==> src/rtl/pmod_pkg.sv <==
// Shared definitions for the PMOD ADC/DAC serial links: FSM states, frame geometry
// and the leading-zero check on a received ADC frame.
package pmod_pkg;

  localparam int unsigned ADC_FRAME_BITS = 16;
  localparam int unsigned ADC_DATA_BITS  = 12;
  localparam int unsigned ADC_LEAD_ZEROS = 4;

  typedef enum logic [2:0] {
    IDLE,
    SETUP,
    SHIFT,
    DONE,
    QUIET
  } adc_state_e;

  // A well-formed AD7476A frame starts with ADC_LEAD_ZEROS zero bits.
  function automatic logic lead_err(input logic [ADC_FRAME_BITS-1:0] frame);
    return |frame[ADC_FRAME_BITS-1 -: ADC_LEAD_ZEROS];
  endfunction

endpackage

==> src/rtl/pmod_sclk_gen.sv <==
// SPI clock generator: DIV clk cycles per SCLK half-period while enabled, idles high.
// rise_o/fall_o flag the clk cycle whose closing edge drives SCLK 0->1 / 1->0.
module pmod_sclk_gen #(
  parameter int unsigned DIV = 4
) (
  input  logic clk,
  input  logic rst,
  input  logic en_i,
  output logic sclk_o,
  output logic rise_o,
  output logic fall_o
);

  localparam logic [7:0] LAST = 8'(DIV - 1);

  logic [7:0] cnt_q, cnt_d;
  logic       sclk_q, sclk_d;
  logic       tick;

  always_comb begin
    tick   = en_i && (cnt_q == LAST);
    cnt_d  = '0;
    sclk_d = 1'b1;
    if (en_i) begin
      cnt_d  = tick ? '0 : cnt_q + 8'd1;
      sclk_d = tick ? ~sclk_q : sclk_q;
    end
  end

  always_ff @(posedge clk or posedge rst) begin
    if (rst) begin
      cnt_q  <= '0;
      sclk_q <= 1'b1;
    end else begin
      cnt_q  <= cnt_d;
      sclk_q <= sclk_d;
    end
  end

  assign sclk_o = sclk_q;
  assign rise_o = tick & ~sclk_q;
  assign fall_o = tick & sclk_q;

endmodule

==> src/rtl/pmod_adc_rx_block.sv <==
// Receiver for a dual AD7476A PMOD: drives CS_n/SCLK, shifts in one 16-bit frame per
// channel and presents both 12-bit samples with a one-cycle valid strobe.
module pmod_adc_rx_block
  import pmod_pkg::*;
#(
  parameter int unsigned SCLK_DIV     = 4,
  parameter int unsigned QUIET_CYCLES = 8,
  parameter bit          CONTINUOUS   = 1'b0
) (
  input  logic                     clk,
  input  logic                     rst,
  input  logic                     start,
  input  logic                     adc_sdata0,
  input  logic                     adc_sdata1,
  output logic                     adc_cs_n,
  output logic                     adc_sclk,
  output logic [ADC_DATA_BITS-1:0] data0,
  output logic [ADC_DATA_BITS-1:0] data1,
  output logic                     valid,
  output logic                     frame_err,
  output logic                     busy
);

  localparam logic [7:0] SETUP_LAST = 8'(SCLK_DIV - 1);
  localparam logic [7:0] QUIET_LAST = 8'(QUIET_CYCLES - 1);
  localparam logic [3:0] LAST_BIT   = 4'(ADC_FRAME_BITS - 1);

  adc_state_e                state_q, state_d;
  logic [7:0]                cnt_q, cnt_d;
  logic [3:0]                bit_q, bit_d;
  logic [ADC_FRAME_BITS-1:0] sh0_q, sh0_d, sh1_q, sh1_d;
  logic [ADC_DATA_BITS-1:0]  data0_q, data1_q;
  logic                      cs_n_q, busy_q, valid_q, ferr_q;
  logic                      sclk_en, sclk_rise, sclk_fall_unused;

  assign sclk_en = (state_q == SHIFT);

  pmod_sclk_gen #(.DIV(SCLK_DIV)) u_sclk (
    .clk    (clk),
    .rst    (rst),
    .en_i   (sclk_en),
    .sclk_o (adc_sclk),
    .rise_o (sclk_rise),
    .fall_o (sclk_fall_unused)
  );

  always_comb begin
    state_d = state_q;
    cnt_d   = cnt_q;
    bit_d   = bit_q;
    sh0_d   = sh0_q;
    sh1_d   = sh1_q;
    unique case (state_q)
      IDLE: begin
        cnt_d = '0;
        bit_d = '0;
        if (start || CONTINUOUS) state_d = SETUP;
      end
      SETUP: begin
        if (cnt_q == SETUP_LAST) begin
          cnt_d   = '0;
          state_d = SHIFT;
        end else begin
          cnt_d = cnt_q + 8'd1;
        end
      end
      SHIFT: begin
        if (sclk_rise) begin
          sh0_d = {sh0_q[ADC_FRAME_BITS-2:0], adc_sdata0};
          sh1_d = {sh1_q[ADC_FRAME_BITS-2:0], adc_sdata1};
          bit_d = bit_q + 4'd1;
          if (bit_q == LAST_BIT) state_d = DONE;
        end
      end
      DONE: begin
        cnt_d   = '0;
        state_d = QUIET;
      end
      QUIET: begin
        if (cnt_q == QUIET_LAST) begin
          cnt_d   = '0;
          state_d = IDLE;
        end else begin
          cnt_d = cnt_q + 8'd1;
        end
      end
      default: state_d = IDLE;
    endcase
  end

  // Pin-level outputs are registered decodes of the current state, so they trail
  // the state register by one clk; SCLK comes straight from its own register.
  always_ff @(posedge clk or posedge rst) begin
    if (rst) begin
      state_q <= IDLE;
      cnt_q   <= '0;
      bit_q   <= '0;
      sh0_q   <= '0;
      sh1_q   <= '0;
      cs_n_q  <= 1'b1;
      busy_q  <= 1'b0;
      valid_q <= 1'b0;
      ferr_q  <= 1'b0;
      data0_q <= '0;
      data1_q <= '0;
    end else begin
      state_q <= state_d;
      cnt_q   <= cnt_d;
      bit_q   <= bit_d;
      sh0_q   <= sh0_d;
      sh1_q   <= sh1_d;
      cs_n_q  <= !((state_q == SETUP) || (state_q == SHIFT));
      busy_q  <= (state_q != IDLE);
      valid_q <= (state_q == DONE);
      if (state_q == DONE) begin
        data0_q <= sh0_q[ADC_DATA_BITS-1:0];
        data1_q <= sh1_q[ADC_DATA_BITS-1:0];
        ferr_q  <= lead_err(sh0_q) | lead_err(sh1_q);
      end
    end
  end

  assign adc_cs_n  = cs_n_q;
  assign busy      = busy_q;
  assign valid     = valid_q;
  assign frame_err = ferr_q;
  assign data0     = data0_q;
  assign data1     = data1_q;

endmodule

==> config.mk <==
export PLATFORM = sky130hd
export DESIGN_NAME = pmod_adc_rx_block
export DESIGN_NICKNAME = d
export VERILOG_FILES = /design/src/rtl/pmod_pkg.sv /design/src/rtl/pmod_sclk_gen.sv /design/src/rtl/pmod_adc_rx_block.sv
export SDC_FILE = /design/constraint.sdc
export NUM_CORES = 1
export LEC_CHECK = 0
export CORE_ASPECT_RATIO = 0.75
export CORE_UTILIZATION = 40
export CTS_CLUSTER_SIZE = 10
export DETAILED_ROUTE_END_ITERATION = 8
export GPL_TIMING_DRIVEN = 0
export PLACE_DENSITY = 0.61
export REMOVE_ABC_BUFFERS = 1
export SLEW_MARGIN = 30
export SYNTH_ARGS = -nofsm -noshare
export SYNTH_HDL_FRONTEND = slang
export SYNTH_HIERARCHICAL = 1
export SYNTH_SLANG_ARGS = --single-unit
==> constraint.sdc <==
create_clock -name clk -period 6.4 [get_ports clk]
set_clock_uncertainty 0.05 [all_clocks]
set_input_delay 1.6 -clock clk [delete_from_list [all_inputs] [get_ports clk]]
set_output_delay 1.6 -clock clk [all_outputs]
set_load 0.05 [all_outputs]
Word-level counts from Yosys, hierarchy flattened
Cells that the tools add are included.
{"block": "totals", "wordCells": 61, "output_inout_bits": 29, "register_bits": 84}
{"block": "classes", "n_bitwise": 3, "eq_ne": 14, "n_addsub": 3, "reduce_logical": 13, "mux": 15}
{"cell": "2-to-1 mux 8 bit", "n": 4}
{"cell": "one-hot mux 8 bit (3 select lines)", "n": 1}
{"cell": "adder 8 x 1 -> 8 bit, second input constant", "n": 2}
{"cell": "equality test 8 x 2 -> 1 bit, second input constant", "n": 2}
{"cell": "2-to-1 mux 3 bit", "n": 5}
{"cell": "one-hot mux 3 bit (5 select lines)", "n": 1}
{"cell": "inequality test 2 bit, second input constant", "n": 6}
{"cell": "equality test 8 x 3 -> 1 bit, second input constant", "n": 1}
{"cell": "one-hot mux 4 bit (2 select lines)", "n": 1}
{"cell": "OR reduction 4 bit", "n": 2}
{"cell": "equality test 3 x 2 -> 1 bit, second input constant", "n": 2}
{"cell": "nonzero test 3 bit", "n": 2}
{"cell": "AND reduction 5 bit", "n": 1}
{"cell": "adder 4 x 1 -> 4 bit, second input constant", "n": 1}
{"cell": "equality test 4 bit, second input constant", "n": 1}
{"cell": "2-to-1 mux 4 bit", "n": 1}
{"cell": "AND reduction 2 bit", "n": 2}
{"cell": "equality test 3 x 1 -> 1 bit, second input constant", "n": 1}
{"cell": "equality test 3 bit, second input constant", "n": 1}
{"cell": "logical NOT 3 bit", "n": 1}
{"cell": "2-to-1 mux 1 bit", "n": 2}
{"cell": "nonzero test 2 bit", "n": 1}
{"cell": "OR reduction 2 bit", "n": 1}
{"cell": "AND 1 bit", "n": 1}
{"cell": "5 further kinds", "n": 5}

Longest topological paths before layout
{"block": "depth", "word_depth": 5, "depth_mapped": 10}

Hierarchy
The synthesis kept the hierarchy.
{"mod": "pmod_adc_rx_block", "area_each_um2": 3080.5, "n_inst": 1, "cells_each": 224, "seq_area_each_um2": 1878.1}
{"mod": "pmod_sclk_gen", "area_each_um2": 442.9, "n_inst": 1, "cells_each": 46, "seq_area_each_um2": 226.5}

Worst setup path before layout
Ideal clock, no wire load.
{"block": "synth_timing", "path_kind": "register -> register", "startpoint": "register state_q[0]", "endpoint": "register sh0_q[1]", "path_stages_with_launch": 10, "slack_ps": 3829, "synth_period_minus_slack_ps": 2571, "setup_ps": 125, "required_time_ps": 6225, "arrival_time_ps": 2396, "cell_sequence": "dfrtp_1 clkbuf_1 nand2b_1 nor2_1 inv_1 nor4_1 nor4bb_1 buf_2 buf_2 mux2_2"}
{"block": "synth_between", "elab_chain_len": 4}
{"element": "from (decl)", "line_no": "pmod_adc_rx_block.sv:28", "rtl": "adc_state_e state_q, state_d;"}
{"element": "from (signal assigned)", "line_no": "pmod_adc_rx_block.sv:107", "rtl": "state_q <= state_d;"}
{"element": "equality test 3 x 2 -> 1 bit", "line_no": "pmod_adc_rx_block.sv:36", "rtl": "assign sclk_en = (state_q == SHIFT);"}
{"element": "via sclk_en", "line_no": "pmod_adc_rx_block.sv:34", "rtl": "logic sclk_en, sclk_rise, sclk_fall_unused;"}
{"element": "logical AND 1 bit", "line_no": "pmod_sclk_gen.sv:21", "rtl": "tick = en_i && (cnt_q == LAST);"}
{"element": "AND 1 bit", "line_no": "pmod_sclk_gen.sv:41", "rtl": "assign rise_o = tick & ~sclk_q;"}
{"element": "via sclk_rise", "line_no": "pmod_adc_rx_block.sv:34"}
{"element": "AND reduction 2 bit (no source line)"}
{"element": "to (signal assigned)", "line_no": "pmod_adc_rx_block.sv:98", "rtl": "sh0_q <= '0;"}
{"element": "to (signal assigned)", "line_no": "pmod_adc_rx_block.sv:110", "rtl": "sh0_q <= sh0_d;"}
{"element": "to (decl)", "line_no": "pmod_adc_rx_block.sv:31", "rtl": "logic [ADC_FRAME_BITS-1:0] sh0_q, sh0_d, sh1_q, sh1_d;"}
The timed path passes the listed nets, and every way through them passes these cells.
A chain may end at the register's enable or synchronous reset.

Worst setup path after layout
{"block": "layout_timing", "startpoint": "register u_sclk.sclk_q, in the netlist u_sclk/sclk_o", "endpoint": "output port adc_sclk"}
{"element": "from (decl)", "line_no": "pmod_sclk_gen.sv:17", "rtl": "logic sclk_q, sclk_d;"}
{"element": "from (signal assigned)", "line_no": "pmod_sclk_gen.sv:36", "rtl": "sclk_q <= sclk_d;"}
{"element": "to (decl)", "line_no": "pmod_adc_rx_block.sv:16", "rtl": "output logic adc_sclk,"}
No word-level cell between the ends.

==> impl_metrics.csv <==
group,metric,value,unit
layout,synthToLayoutAreaGrowth,23.43,%
clock_tree,clk_pin_slew,0.06,ns
layout,mostFrequentLayoutCell,"dfrtp_1",
layout,nets,316,
detailed_routing,wl,5978,um
min_path,hold_class,"flip-flop to flip-flop",
global_route,grt_pass1_wl,10510,um
detailed_routing,wl_met3,237,um
global_route,grt_overflow_total,0,
worst_setup_path,path_max_fanout,4,
sta,fmax,300.8,MHz
clock_tree,clockRootBuffer,"clkbuf_16",
worst_setup_path,crit_path_end_kind,"output port",
worst_setup_path,worstPathArrival,1.67,ns
clock_tree,cts_resized,0,
detailed_routing,route.antenna.remaining_nets,0,
detailed_routing,vias_per_cell,5.105,
status,status,"finished clean",
sta,maxSlewHeadroom,52.88,%
detailed_routing,avgRoutedWirePerCell,14.23,um
floorplan,die_w,110.2,um
synthesis,syn-cell-area,3513,um^2
clock_tree,insertion_delay,0.32,ns
global_route,antenna_found_initial,0,
floorplan,io_pins,34,
synthesis,syn_avg_cell_area,13.11,um^2
floorplan,dieArea,9166,um^2
layout,diodes,0,
global_route,grt_pass1_vias,2185,
run,drv_cap,0,
worst_setup_path,cp_slowest_cell,"clkdlybuf4s50_1",
worst_setup_path,cp_num_buf_inv,1,
global_route,grt_usage,15.14,%
sta,fin_crit_sh,51.94,%
place,place_inst,404,
place,place.gp.congestion,0.7556,
worst_setup_path,cp-start-kind,"flip-flop",
sta,whs,0.4445,ns
detailed_routing,detail_route.first_pass.iterations,4,
sta,tightest_slew,0.7043,ns
detailed_routing,wl_met1,3028,um
detailed_routing,met2_length,2663,um
sta,rsz0062_at_grt,"false",
clock_tree,cts-hold-fix-buffers,0,
sta,drv_slew,0,
detailed_routing,via_count,2144,
worst_setup_path,crit_family,"buffers and inverters",
global_route,grt_max_degree,47,
place,io_buffer_count,33,
floorplan,core,8491,um^2
clock_tree,cts_tree,"yes",
clock_tree,clock_path_buffers,2,
sta,finalSetupTns,0,ns
sta,post-route-min-period,3.324,ns
floorplan,die_y,83.17,um
detailed_routing,top_layer_used,"met4",
synthesis,yosys_warnings,6,
clock_tree,htree_levels,3,
detailed_routing,drt_iter0_drc,79,
worst_setup_path,critPathKind,"flip-flop to output port",
detailed_routing,route.detailed.drc,0,
clock_tree,numClockSinks,84,
worst_setup_path,crit_chain,"clkdlybuf4s50_1",
worst_setup_path,slowest_delay,0.80,ns
layout,stdcell_count,420,
floorplan,num_rows,29,
worst_setup_path,required,4.75,ns
clock_tree,post_cts_buffers,0,
sta,hold_viol,0,
clock_tree,cts_buffers,9,
place,dp_hpwl,3972,um
sta,setup_violations,0,
floorplan,initial_utilization,41.38,%
power_and_ir_drop,power-per-cell-area,333.2,nW/um^2
layout,layout_common_cells,"dfrtp_1, mux2_2, clkdlybuf4s50_1, nor2_1, nand2_1",
power_and_ir_drop,vdd_drop_max,0.1838,mV
power_and_ir_drop,power.leakage,2.055,nW
synthesis,synth_cells,268,
layout,drive_above_1_share,25.96,%
-- layer usage --
layer / global-route usage [%] / vias up
li1: - / 1024
met1: 21.86 / 1087
met2: 21.31 / 29
met3: 5.416 / 4
met4: 4.665 / 0
met5: 0 / -
-- power by group --
group	switching, mW	internal (mW)
clock	0.195	0.364
sequential	0.0601	0.562
combinational	0.157	0.107
total	0.412	1.03
-- stage by stage --
step | total power, mW | worst slack (ns) | util, % | instance area, um^2
6_report | 1.445 | 3.076 | 51.08 | 4337
5_1_grt | 1.514 | 2.862 | 51.08 | 4337
4_1_cts | 1.456 | 3.062 | 51.08 | 4337
3_5_place_dp | 0.8969 | 3.097 | 47.20 | 4008
3_3_place_gp | 0.8802 | -1.249 | 46.37 | 3938
2_1_floorplan | 0.8081 | 0.7057 | - | 3472
-- flip-flops by register name (all words and copies together) (netlist names) --
name           flops
sh0_q             16
sh1_q             16
data0             12
data1             12
cnt_q              8
u_sclk/cnt_q       8
bit_q              4
state_q            3
adc_cs_n           1
busy               1
frame_err          1
u_sclk/sclk_o      1
valid              1
-- final timing paths --
kind                          startpoint               to  slack, ns  depth (start not counted)
min                             data1[1]         data1[1]       0.44                          1
max reg2reg                   state_q[0]         sh0_q[1]       3.08                          8
min in group asynchronous            rst  u_sclk/cnt_q[4]       1.59                          2
max                        u_sclk/sclk_o         adc_sclk       3.08                          1
min reg2reg                     data1[1]         data1[1]       0.44                          1
max in group asynchronous            rst         adc_cs_n       4.11                          3
-- cell type report --
class	count	area [um^2]
flip-flops and latches	84	2105
inverters	10	40.04
well taps	108	135.1
clock buffers	13	260.3
clock inverters	3	68.82
fillers	782	4154
multi-input cells	165	1348
repair buffers	37	380.4
(Power assumes the default switching activity.)
